--- src/rtl/uart_pkg.sv ---
// uart_pkg: shared UART rate constants and FSM state encoding
package uart_pkg;
  localparam int CLK = 28000000;
  localparam int CLKDS80 = 24000000;
  localparam int BPS = 115200;
  localparam int PERIOD = CLK / BPS;
  localparam int PERIODDS80 = CLKDS80 / BPS;
  typedef enum logic [1:0] {IDLE, START, DATA, STOP} state_t;
endpackage

--- src/rtl/uart_fifo.sv ---
// uart_fifo: synchronous DEPTH x 8 FIFO with combinational head and occupancy count
module uart_fifo #(
  parameter int DEPTH = 16,
  localparam int AW = $clog2(DEPTH)
) (
  input  logic          clk_bus,
  input  logic          reset,
  input  logic          wr,
  input  logic          rd,
  input  logic [7:0]    din,
  output logic [7:0]    dout,
  output logic [AW:0]   level,
  output logic          full,
  output logic          empty
);
  logic [7:0] mem [DEPTH];
  logic [AW-1:0] wp, rp;
  logic do_wr, do_rd;
  assign do_wr = wr && (!full || rd);
  assign do_rd = rd && !empty;
  assign dout = mem[rp];
  assign full = level == (AW+1)'(DEPTH);
  assign empty = level == '0;
  // pointers and occupancy; a write into a full FIFO succeeds only alongside a pop
  always_ff @(posedge clk_bus) begin
    if (reset) begin
      wp <= '0;
      rp <= '0;
      level <= '0;
    end else begin
      if (do_wr) wp <= wp + 1'b1;
      if (do_rd) rp <= rp + 1'b1;
      level <= level + (AW+1)'(do_wr) - (AW+1)'(do_rd);
    end
  end
  // storage
  always_ff @(posedge clk_bus) begin
    if (do_wr) mem[wp] <= din;
  end
endmodule

--- src/rtl/uart_tx_flow.sv ---
// uart_tx_flow: FIFO-buffered 8N1 transmitter with cts flow control and dual clock-rate timing
module uart_tx_flow #(
  parameter int CLK = uart_pkg::CLK,
  parameter int CLKDS80 = uart_pkg::CLKDS80,
  parameter int BPS = uart_pkg::BPS,
  parameter int DEPTH = 16
) (
  input  logic                   clk_bus,
  input  logic                   reset,
  input  logic                   ds80,
  input  logic [7:0]             txdata,
  input  logic                   wr,
  input  logic                   cts,
  output logic                   tx,
  output logic                   txbusy,
  output logic                   full,
  output logic                   empty,
  output logic [$clog2(DEPTH):0] level,
  output logic                   overflow
);
  import uart_pkg::*;
  localparam logic [7:0] PER_N = 8'(CLK / BPS);
  localparam logic [7:0] PER_D = 8'(CLKDS80 / BPS);
  state_t state;
  logic cts_m, cts_s, pop;
  logic [7:0] head, sh, per, cnt, per_sel;
  logic [2:0] bitn;
  assign per_sel = ds80 ? PER_D : PER_N;
  assign pop = !empty && !cts_s && (state == IDLE || (state == STOP && cnt == '0));
  uart_fifo #(.DEPTH(DEPTH)) u_fifo (
    .clk_bus(clk_bus), .reset(reset), .wr(wr), .rd(pop), .din(txdata),
    .dout(head), .level(level), .full(full), .empty(empty)
  );
  // two-flop synchronizer for the asynchronous peer busy line
  always_ff @(posedge clk_bus) begin
    if (reset) {cts_s, cts_m} <= 2'b00;
    else {cts_s, cts_m} <= {cts_m, cts};
  end
  // sticky flag for writes dropped against a full FIFO with no pop to make room
  always_ff @(posedge clk_bus) begin
    if (reset) overflow <= 1'b0;
    else if (wr && full && !pop) overflow <= 1'b1;
  end
  // frame FSM: a pop starts a frame and freezes its bit period until the frame ends
  always_ff @(posedge clk_bus) begin
    if (reset) begin
      state <= IDLE;
      tx <= 1'b1;
      txbusy <= 1'b0;
      sh <= '0;
      per <= PER_N;
      cnt <= '0;
      bitn <= '0;
    end else if (pop) begin
      state <= START;
      tx <= 1'b0;
      txbusy <= 1'b1;
      sh <= head;
      per <= per_sel;
      cnt <= per_sel - 8'd1;
      bitn <= '0;
    end else if (state != IDLE) begin
      cnt <= cnt == '0 ? per - 8'd1 : cnt - 8'd1;
      if (cnt == '0) begin
        case (state)
          START: begin
            state <= DATA;
            tx <= sh[0];
          end
          DATA: begin
            sh <= sh >> 1;
            bitn <= bitn + 3'd1;
            state <= bitn == 3'd7 ? STOP : DATA;
            tx <= bitn == 3'd7 ? 1'b1 : sh[1];
          end
          default: begin
            state <= IDLE;
            txbusy <= 1'b0;
          end
        endcase
      end
    end
  end
endmodule

--- config.mk ---
export PLATFORM = sky130hd
export DESIGN_NAME = uart_tx_flow
export DESIGN_NICKNAME = d
export VERILOG_FILES = /design/src/rtl/uart_pkg.sv /design/src/rtl/uart_fifo.sv /design/src/rtl/uart_tx_flow.sv
export SDC_FILE = /design/constraint.sdc
export NUM_CORES = 1
export LEC_CHECK = 0
export BUFFER_PORTS_ARGS = -buffer_cell sky130_fd_sc_hd__buf_2
export CAP_MARGIN = 20
export CORE_ASPECT_RATIO = 1.5
export CORE_MARGIN = 8
export CORE_UTILIZATION = 60
export CTS_CLUSTER_SIZE = 10
export DETAILED_ROUTE_END_ITERATION = 10
export GPL_TIMING_DRIVEN = 0
export PLACE_DENSITY = 0.79
export SYNTH_ARGS = -nofsm -noshare
export SYNTH_HDL_FRONTEND = slang
export SYNTH_HIERARCHICAL = 1
export SYNTH_SLANG_ARGS = --single-unit
--- constraint.sdc ---
create_clock -name clk_bus -period 9.7 [get_ports clk_bus]
set_input_delay 0.485 -clock clk_bus [delete_from_list [all_inputs] [get_ports clk_bus]]
set_output_delay 0.485 -clock clk_bus [all_outputs]
set_load 0.05 [all_outputs]
==> key figures, run 1 <==
Timing
  • Final WS setup: approximately 5500 ps
  • Final setup viols: 0
  • Clock skew: around 10 ps
  • RSZ-0062 raised after global routing: false
  • Max-slew headroom: between 30% and 40%
  • Fin crit share: between 40% and 50%
  • Fmax: approximately 0.24 GHz
  • Least-Margin Pin Slew: between 900 and 1000 ps
  • Post-Route Setup TNS: 0 ps
  • Fin. Hold Viols: 0
  • Min Tclk post-route: between 4000 and 5000 ps
  • Max-slew violations: 0

Worst setup path
  • Arrival @ worst endpoint: between 4000 and 5000 ps
  • CP Launch Type: flop
  • FF-to-FF Start: u_fifo/level[3]
  • CP bufs+invs: 5
  • Critical Setup Path Class: flop to flop
  • Reg2Reg Setup Slack: ~5500 ps
  • CP Depth: 17
  • Crit path from: u_fifo/level[3]
  • Top cell by count, worst path: inv_1
  • Crit path largest cell delay: between 400 and 500 ps
  • Slowest library cell on the worst path: fa_1
  • CP required: 10050 ps
  • Reg2reg path depth: 17
  • Endpoint class of the critical path: flop
  • Worst R2R End: u_fifo/level[4]
  • Largest delay share family, worst path: simple AND/OR/NAND/NOR gates
  • Critical path peak fanout: 10
  • Critical path cell sequence: inv_1 > ha_1 > or4b_4 > inv_1 > nor2_1 > nand2b_1 > inv_1 > clkbuf_1 > o21ai_2 > ha_1 > inv_1 > ha_1 > fa_1 > a21oi_1 > nor2_1 > or3_1 > a21oi_1
  • Critical Path Sink: u_fifo/level[4]

Clocking
  • Clk sink count: approximately 170
  • Clk pin slew, worst setup/hold paths: 70 ps
  • Cts hold-fix bufs: 0
  • Post_cts resized: 0
  • CTS tree: built
  • Clock latency on the worst-skew pair: about 420 ps
  • Post-CTS setup buffers: 0
  • H-Tree Level Count: 4
  • Clk buf depth: 2
  • Root Driver: clkbuf_16
  • CTS Buf Count: 17

Yosys
  • Yosys warnings: 6
  • Most used DFF post-synth: edfxtp_1
  • Synth unique cells: 56
  • Post-synthesis cell count: approximately 460
  • Register area share after synthesis: roughly two thirds
  • Post-synth EDFFs: approximately 130
  • Avg Inst Size Synth: roughly 16 um^2
  • Mapped Area: 7254 um^2
  • Ys async rst share: 0%
  • Post-Syn Nets: 494
  • Synthesized flop and latch total: about 170

Final layout
  • Fraction of layout cells with a size suffix above 1: between 20 and 25%
  • Area delta synth->final: 11.99%
  • Final Cell Area: 8124 um^2
  • NumNets Final: around 540
  • Diode count: 0
  • Fill count: roughly 800

Routing
  • TritonRoute pass-1 iters: 5
  • First DRT Iteration DRCs: 315
  • Routed length on met1: around 5400 um
  • Vias: 4116
  • Avg WL per Cell: between 20 and 25 um
  • Metal2 WL: roughly 7800 um
  • Antenna Violating Nets Remaining: 0
  • Met3 wire length: 590 um
  • Drt drc: 0
  • Routed vias/inst: slightly above 6
  • Routed wire length: around 14000 um
  • Highest metal used: met4

Floorplanning
  • Die Ht: about 150 um
  • Row Count: between 40 and 50
  • Core Area: approximately 12000 um^2
  • Io pins: 23
  • Initial Utilization: between 60 and 70%
  • Die span in x: 105.8 um
  • Die footprint: around 16000 um^2

Power
  • P_sw: 0.7153 mW
  • Peak VDD IR: 0.1529 mV
  • Ratio of total power to cell area: around 270 nW/um^2
  • Lkg Pwr: about 2.9 nW
  • Pint: about 1.5 mW
  • Sequential share of power: approximately 40%
  • Comb pwr share: around 30%
  • Sw frac: roughly a third
  • Clock network power share: 29.1%
  • Total power: about 2.2 mW

GRT
  • Initial antenna violation count: 0
  • GRT Total Usage: 18.63%
  • Largest net degree at the start of global routing: 17
  • Vias in the first global route: between 4000 and 5000
  • Grt ovf: 0
  • First-pass GRT wire length: between 20000 and 25000 um

Min path
  • Type of the worst min-delay path: primary input to flop

Status
  • Status: complete, no violations

Placement
  • Placed Area: 7556 um^2
  • GPL Wtd Cong: between 0.8 and 0.9
  • IO Port Bufs: 22
  • Dpl hpwl: 9814 um
  • Pre-CTS setup slack: roughly 5600 ps

Flow run
  • Maxcap violations: 0
-- power by group through the flow --
stage               clock network [mW]  logic [mW]  registers [mW]
detailed placement                   0       0.652           0.925
floorplan                            0       0.469           0.952
global route                     0.680       0.717           0.918
global placement                     0       0.627           0.919
CTS                              0.653       0.658           0.910
finish                           0.642       0.656           0.910
-- synth_stat cells, types with 2 or more instances --
library cell | instances | area [um^2]
nor2b_1 | 7 | 43.79
nand3_1 | 15 | 75.07
nand2_1 | 22 | 82.58
o21bai_1 | 3 | 22.52
ha_1 | 18 | 225.2
mux4_1 | 14 | 367.9
mux2i_1 | 4 | 40.04
clkbuf_1 | 5 | 18.77
a21oi_1 | 15 | 75.07
nor2_1 | 30 | 112.6
buf_6 | 5 | 56.30
nand2b_1 | 4 | 25.02
a311oi_2 | 6 | 90.09
edfxtp_1 | 128 | 3844
xnor2_1 | 5 | 43.79
clkdlybuf4s25_2 | 3 | 30.03
a21o_1 | 2 | 15.01
o22ai_1 | 2 | 12.51
buf_4 | 5 | 37.54
mux4_2 | 18 | 405.4
inv_1 | 17 | 63.81
buf_2 | 4 | 20.02
a31oi_1 | 4 | 25.02
or4b_4 | 2 | 27.53
xor2_1 | 7 | 61.31
a221oi_2 | 2 | 30.03
and2_1 | 9 | 56.30
dfxtp_1 | 44 | 880.8
a22oi_1 | 18 | 135.1
o21ai_0 | 9 | 45.04
nor3_1 | 6 | 30.03
and3_1 | 5 | 31.28
-- cell families after synthesis --
family                     synth area share [%]
muxes                                     11.21
buffers and inverters                     3.225
adders and majority gates                 3.381
DFF                                       65.13
xor gates and xnor gates                  1.449
and+or+nand+nor                           8.106
AOI/OAI and AO/OA                         7.503
-- registers in the layout, indices dropped and copies added (netlist names), 2 cells and up, named ones only --
name / count
u_fifo/rp: 4
u_fifo/level: 5
sh: 8
cnt: 8
u_fifo/wp: 4
state: 2
bitn: 3
u_fifo/mem: 128
-- through the flow --
step / hold WS (ps) / std cells / utilization [%]
2_1_floorplan: 413.8 / 462 / -
3_3_place_gp: 424.1 / 637 / 63.53
3_5_place_dp: 444.2 / 637 / 63.53
4_1_cts: 296.0 / 669 / 68.30
5_1_grt: 306.3 / 669 / 68.30
6_report: 304.7 / 669 / 68.30
-- worst min path at each step --
stage	start	end	cells after the start	slack [ps]
2_1_floorplan	cts_m	cts_s	1	410
6_report	cts	cts_m	2	300
3_5_place_dp	cts_m	cts_s	1	440
4_1_cts	cts	cts_m	2	300
3_3_place_gp	cts_m	cts_s	1	420
5_1_grt	cts	cts_m	2	310
-- routing by layer --
metal | vias up | GRT usage [%]
li1 | 1878 | -
met2 | 128 | 33.99
met4 | 0 | 7.986
met1 | 2085 | 20.66
met3 | 25 | 3.513
met5 | - | 0
-- cell type report --
| class | count | area (um^2) | area share, % |
|---|---|---|---|
| inverters | 17 | 63.81 | 0.7855 |
| clock inverters | 14 | 138.9 | 1.710 |
| multi-input cells | 250 | 2296 | 28.26 |
| repair buffers | 22 | 110.1 | 1.355 |
| plain buffers | 23 | 170.2 | 2.095 |
| flip-flops and latches | 172 | 4725 | 58.15 |
| clock buffers | 18 | 429.2 | 5.283 |
| well taps | 153 | 191.4 | 2.356 |
-- layout by cell type (no fill, tap or decap), types with 3 or more instances in the layout --
cell type        instances
mux4_2                  18
clkdlybuf4s25_2          3
nand2b_1                 4
mux2i_1                  4
nor3_1                   6
nor2b_1                  7
inv_1                   17
edfxtp_1               128
nor2_1                  30
clkbuf_1                 6
mux4_1                  14
nand3_1                 15
and2_1                   9
buf_6                    5
buf_2                   26
clkbuf_16               17
dfxtp_1                 44
and3_1                   5
a22oi_1                 18
a311oi_2                 6
clkinv_4                 3
a21oi_1                 15
nand2_1                 22
a31oi_1                  4
inv_6                    4
xor2_1                   7
buf_4                    5
xnor2_1                  5
ha_1                    18
o21bai_1                 3
o21ai_0                  9
No activity file was read; power rests on OpenSTA's default activity.
==> run 2: changes to the inputs <==
==> constraint.sdc (replaced) <==
create_clock -name clk_bus -period 4.1 [get_ports clk_bus]
set_input_delay 0.205 -clock clk_bus [delete_from_list [all_inputs] [get_ports clk_bus]]
set_output_delay 0.205 -clock clk_bus [all_outputs]
set_load 0.05 [all_outputs]
==> key figures, run 2 (synthesis gave the netlist of run 1 again) <==
Status
  • Status: complete, no violations

Timing
  • Min Tclk post-route: roughly 3800 ps
  • Max-slew headroom: a little under half
  • Clock skew: 17.50 ps
  • Final WS setup: roughly 300 ps
  • Fin. Hold Viols: 0
  • Fin crit share: approximately 93%
  • Max-slew violations: 0
  • RSZ-0062 raised after global routing: false
  • Final setup viols: 0
  • Least-Margin Pin Slew: 792.6 ps
  • Fmax: approximately 0.26 GHz

Worst setup path
  • Worst R2R End: u_fifo/level[4]
  • CP required: roughly 4500 ps
  • Critical path peak fanout: 10
  • Arrival @ worst endpoint: roughly 4200 ps
  • Critical Path Sink: u_fifo/level[4]
  • FF-to-FF Start: u_fifo/level[2]
  • CP Launch Type: flop
  • Crit path from: u_fifo/level[2]
  • Endpoint class of the critical path: flop
  • Critical Setup Path Class: flop to flop
  • Reg2Reg Setup Slack: approximately 300 ps
  • Reg2reg path depth: 16

Final layout
  • Final Cell Area: 8212 um^2
  • Largest registers: u_fifo/mem x128, cnt x8, sh x8
  • Number of flip-flops in the largest register: between 100 and 150
  • NumNets Final: about 540
  • Fraction of layout cells with a size suffix above 1: 22.35%
  • Most frequent cells in the layout: edfxtp_1, dfxtp_1, nor2_1
  • Fill count: 790
  • Area delta synth->final: 13.19%
  • Diode count: 0
  • Largest reg by FF count: u_fifo/mem
  • Most common cell after layout, fill and taps aside: edfxtp_1

Floorplanning
  • Die Ht: between 150 and 200 um
  • Die footprint: about 16000 um^2
  • Core Area: 11890 um^2
  • Io pins: 23
  • Die span in x: ~110 um
  • Row Count: 49
  • Initial Utilization: approximately three fifths

Clocking
  • CTS tree: built
  • Clk buf depth: 2
  • Root Driver: clkbuf_16
  • CTS Buf Count: 17
  • Clk pin slew, worst setup/hold paths: about 70 ps
  • Clk sink count: between 150 and 200
  • Clock latency on the worst-skew pair: 440 ps
  • H-Tree Level Count: 4

Power
  • Ratio of total power to cell area: 650.6 nW/um^2
  • Peak VDD IR: approximately 0.46 mV
  • Lkg Pwr: approximately 2.9 nW

Min path
  • Hold Path Stages: 2
  • Type of the worst min-delay path: primary input to flop

GRT
  • Initial antenna violation count: 0
  • GRT Total Usage: ~18%
  • Largest net degree at the start of global routing: 20
  • Grt ovf: 0
  • First-pass GRT wire length: 22200 um
  • Vias in the first global route: 4223

Routing
  • Vias: between 4000 and 5000
  • Routed wire length: ~14000 um
  • Drt drc: 0
  • Antenna Violating Nets Remaining: 0
  • First DRT Iteration DRCs: approximately 300
  • Avg WL per Cell: 20.55 um
  • Routed vias/inst: roughly 6.0
  • TritonRoute pass-1 iters: 5

Placement
  • IO Port Bufs: 22
  • Pre-CTS setup slack: -25.06 ps
  • Dpl hpwl: roughly 9700 um
  • GPL Wtd Cong: 0.8539
  • Placed Area: ~7600 um^2

Flow run
  • Maxcap violations: 0
## run 2: changes by cell type in the layout (fill, tap and decap cells not counted), moves of 3 or more
cell	previous run	this run
buf_4	5	8
clkinv_8	1	4
inv_6	4	1
inv_8	1	6
## run 2: metrics by stage
| step | total power, mW | utilization (%) | TNS, ps | cells | hold WS (ps) |
|---|---|---|---|---|---|
| after global routing | 5.590 | 69.04 | 0 | 672 | 28.67 |
| after CTS | 5.312 | 68.71 | 0 | 670 | 4.975 |
| after global placement | 3.663 | 63.58 | 0 | 637 | 415.8 |
| final | 5.342 | 69.04 | 0 | 672 | 18.41 |
| after floorplan | 3.369 | - | 0 | 462 | 274.1 |
| after detailed placement | 3.736 | 63.58 | -25.06 | 637 | 423.8 |
## run 2: critical path, cell delays in order (launching register included)
cell        delay, ps
dfxtp_2           320
inv_1              80
ha_1              190
or4b_4            520
clkinvlp_4        140
nor2_2             80
nand2b_1          220
clkinvlp_4        250
o21ai_4           360
ha_1              200
inv_1              40
ha_1              190
fa_1              410
a21oi_1           170
nor2_1             70
or3_1             340
a21oi_1           140
## run 2: layer usage
metal / GRT usage (%) / vias to the layer above / part of all wire (%)
met2: 33.24 / 94 / 56
met5: 0 / - / 0
met4: 7.350 / 0 / 1.9
li1: - / 1891 / -
met3: 4.670 / 17 / 3.0
met1: 20.08 / 2058 / 39
## run 2: what timing repair did
| item | 4_1_cts | 5_1_grt |
|---|---|---|
| hold endpoints to repair | 1 | 0 |
| cloned | 0 | 0 |
| hold buffers | 1 | 0 |
| resized for setup | 1 | 3 |
| setup endpoints to repair | 1 | 1 |
| buffers inserted | 0 | 3 |
## run 2: where the power goes
group,switching [mW],internal (mW)
logic,0.929,0.682
clock network,0.752,0.822
registers,0.122,2.03
## run 2: final cells by class
class,count,area [um^2],area share (%)
Clock inverter,15,172.7,2.103
Multi-Input combinational cell,250,2315,28.19
Sequential cell,172,4727,57.57
Clock buffer,17,425.4,5.181
Inverter,17,71.32,0.8685
Timing Repair Buffer,26,142.6,1.737
Buffer,22,166.4,2.027
Tap cell,153,191.4,2.331
## run 2: worst min-delay path by stage
stage | from | endpoint
after floorplan | reset | u_fifo/level[4]
after global placement | cts | cts_m
after detailed placement | cts | cts_m
after CTS | reset | u_fifo/level[4]
after global routing | reset | u_fifo/level[1]
final | reset | u_fifo/level[4]
==> run 3: changes to the inputs <==
--- a/config.mk
+++ b/config.mk
@@ -7,7 +7,6 @@
 export LEC_CHECK = 0
 export BUFFER_PORTS_ARGS = -buffer_cell sky130_fd_sc_hd__buf_2
 export CAP_MARGIN = 20
-export CORE_ASPECT_RATIO = 1.5
 export CORE_MARGIN = 8
 export CORE_UTILIZATION = 60
 export CTS_CLUSTER_SIZE = 10
==> constraint.sdc (replaced) <==
create_clock -name clk_bus -period 4.1 [get_ports clk_bus]
set_input_delay 0.205 -clock clk_bus [delete_from_list [all_inputs] [get_ports clk_bus]]
set_output_delay 0.205 -clock clk_bus [all_outputs]
set_load 0.005 [all_outputs]
==> key figures, run 3 (synthesis gave the netlist of run 1 again) <==
Status
  • Status: complete, no violations

Routing
  • Drt drc: 0
  • Vias: a little over 4000
  • First DRT Iteration DRCs: 421
  • Antenna Violating Nets Remaining: 0
  • Routed wire length: about 14000 um
  • Avg WL per Cell: 21.76 um
  • TritonRoute pass-1 iters: 5
  • Routed vias/inst: approximately 6.2

Worst setup path
  • CP Launch Type: flop
  • Arrival @ worst endpoint: between 4000 and 5000 ps
  • FF-to-FF Start: u_fifo/level[2]
  • Endpoint class of the critical path: flop
  • Worst R2R End: u_fifo/level[4]
  • Critical Setup Path Class: flop to flop
  • CP required: around 4500 ps
  • Critical path peak fanout: 13
  • Reg2reg path depth: 16
  • Reg2Reg Setup Slack: about 260 ps

Floorplanning
  • Core Area: between 10000 and 15000 um^2
  • Die span in x: 126.0 um
  • Io pins: 23
  • Initial Utilization: between 60% and 70%
  • Die footprint: 15870 um^2
  • Row Count: 40
  • Die Ht: between 100 and 150 um

Placement
  • Pre-CTS setup slack: -69.63 ps
  • GPL Wtd Cong: 0.8085
  • Dpl hpwl: roughly 9200 um
  • IO Port Bufs: 22

Clocking
  • Root Driver: clkbuf_16
  • Post_cts resized: 1
  • Clk buf depth: 2
  • CTS tree: built
  • Post-CTS setup buffers: 0
  • Clk sink count: 172
  • Clk pin slew, worst setup/hold paths: approximately 60 ps
  • CTS Buf Count: 17
  • Cts hold-fix bufs: 0
  • H-Tree Level Count: 4
  • Clock latency on the worst-skew pair: 420 ps

GRT
  • GRT Total Usage: 18.90%
  • Largest net degree at the start of global routing: 17
  • First-pass GRT wire length: roughly 23000 um
  • Vias in the first global route: 4241
  • Initial antenna violation count: 0
  • Grt ovf: 0

Flow run
  • Maxcap violations: 0

Power
  • Peak VDD IR: 0.4740 mV
  • Lkg Pwr: between 2 and 3 nW
  • Ratio of total power to cell area: between 600 and 700 nW/um^2

Final layout
  • Fill count: 781
  • NumNets Final: 534
  • Area delta synth->final: 12.52%
  • Diode count: 0
  • Largest registers: u_fifo/mem x128, cnt x8, sh x8
  • Most frequent cells in the layout: edfxtp_1, dfxtp_1, nor2_1
  • Final design utilization: 68.53%
  • Number of flip-flops in the largest register: between 100 and 150
  • Fraction of layout cells with a size suffix above 1: about 21%
  • Most common cell after layout, fill and taps aside: edfxtp_1
  • Largest reg by FF count: u_fifo/mem

Timing
  • Fmax: 0.2605 GHz
  • Final WS setup: between 200 and 300 ps
  • Post-Route Setup TNS: 0 ps
  • Max-slew headroom: 38.98%
  • Min Hold Slack: 11.81 ps
  • Max-slew violations: 0
  • Final setup viols: 0
  • Fin crit share: 93.63%
  • Min Tclk post-route: 3839 ps
  • Least-Margin Pin Slew: a little over 900 ps
  • RSZ-0062 raised after global routing: false
  • Clock skew: between 10 and 15 ps
  • Fin. Hold Viols: 0

Min path
  • Type of the worst min-delay path: primary input to flop
  • Hold wc startpoint: cts
  • Hold Path Stages: 2
  • Hold EP: cts_m
run 3: cell types whose count changed in the layout (fill, tap and decap cells not counted), moves of 3 or more:
cell	delta
bufinv_16	+3
inv_6	+4
buf_4	-3
clkinv_8	-4
inv_8	-4
run 3: layout make-up:
type                       instances  area, um^2  area share, %
clock buffer                      18       429.2          5.258
buffer                            22       166.4          2.039
multi-input combinational        250        2306          28.25
clock inverter                    14       178.9          2.192
sequential                       172        4725          57.88
timing repair buffer              22       110.1          1.349
tap                              147       183.9          2.253
inverter                          17       63.81         0.7817
run 3: power by group:
| part | internal [mW] | leakage [nW] | switching (mW) | total (mW) |
|---|---|---|---|---|
| Sequential | 2.03 | 1.52 | 0.116 | 2.15 |
| Combinational | 0.644 | 1.07 | 0.805 | 1.45 |
| Clock | 0.974 | 0.301 | 0.681 | 1.65 |
| Total | 3.65 | 2.89 | 1.60 | 5.25 |
run 3: worst max path at each step:
stage	to	slack, ps	from
6_report	u_fifo/level[4]	260	u_fifo/level[2]
5_1_grt	u_fifo/level[4]	20	u_fifo/level[2]
4_1_cts	u_fifo/level[4]	60	u_fifo/level[2]
3_5_place_dp	u_fifo/level[4]	-70	u_fifo/level[2]
3_3_place_gp	u_fifo/level[4]	60	u_fifo/level[2]
2_1_floorplan	u_fifo/level[4]	550	u_fifo/level[2]
run 3: layer usage:
layer	track usage, %	wire length (um)	vias up
met5	0	0	-
met4	6.440	193	0
met3	4.219	692	17
met2	31.71	7403	115
met1	23.80	6115	2099
li1	-	-	1881
run 3: critical path, stage by stage, from the launching register on:
cell,delay (ps)
dfxtp_1,370
inv_1,80
ha_1,220
or4b_4,240
inv_1,80
nor2_2,260
nand2b_1,190
inv_1,430
o21ai_4,200
ha_1,310
inv_1,40
ha_1,200
fa_1,410
a21oi_1,180
nor2_1,70
or3_1,340
a21oi_1,140
run 3: per-stage QoR:
stage	cells	total power [mW]	area [um^2]
final	662	5.253	8163
after global routing	662	5.498	8163
after CTS	663	5.269	8159
after detailed placement	631	3.612	7548
after global placement	631	3.550	7548
after floorplan	462	3.236	7254
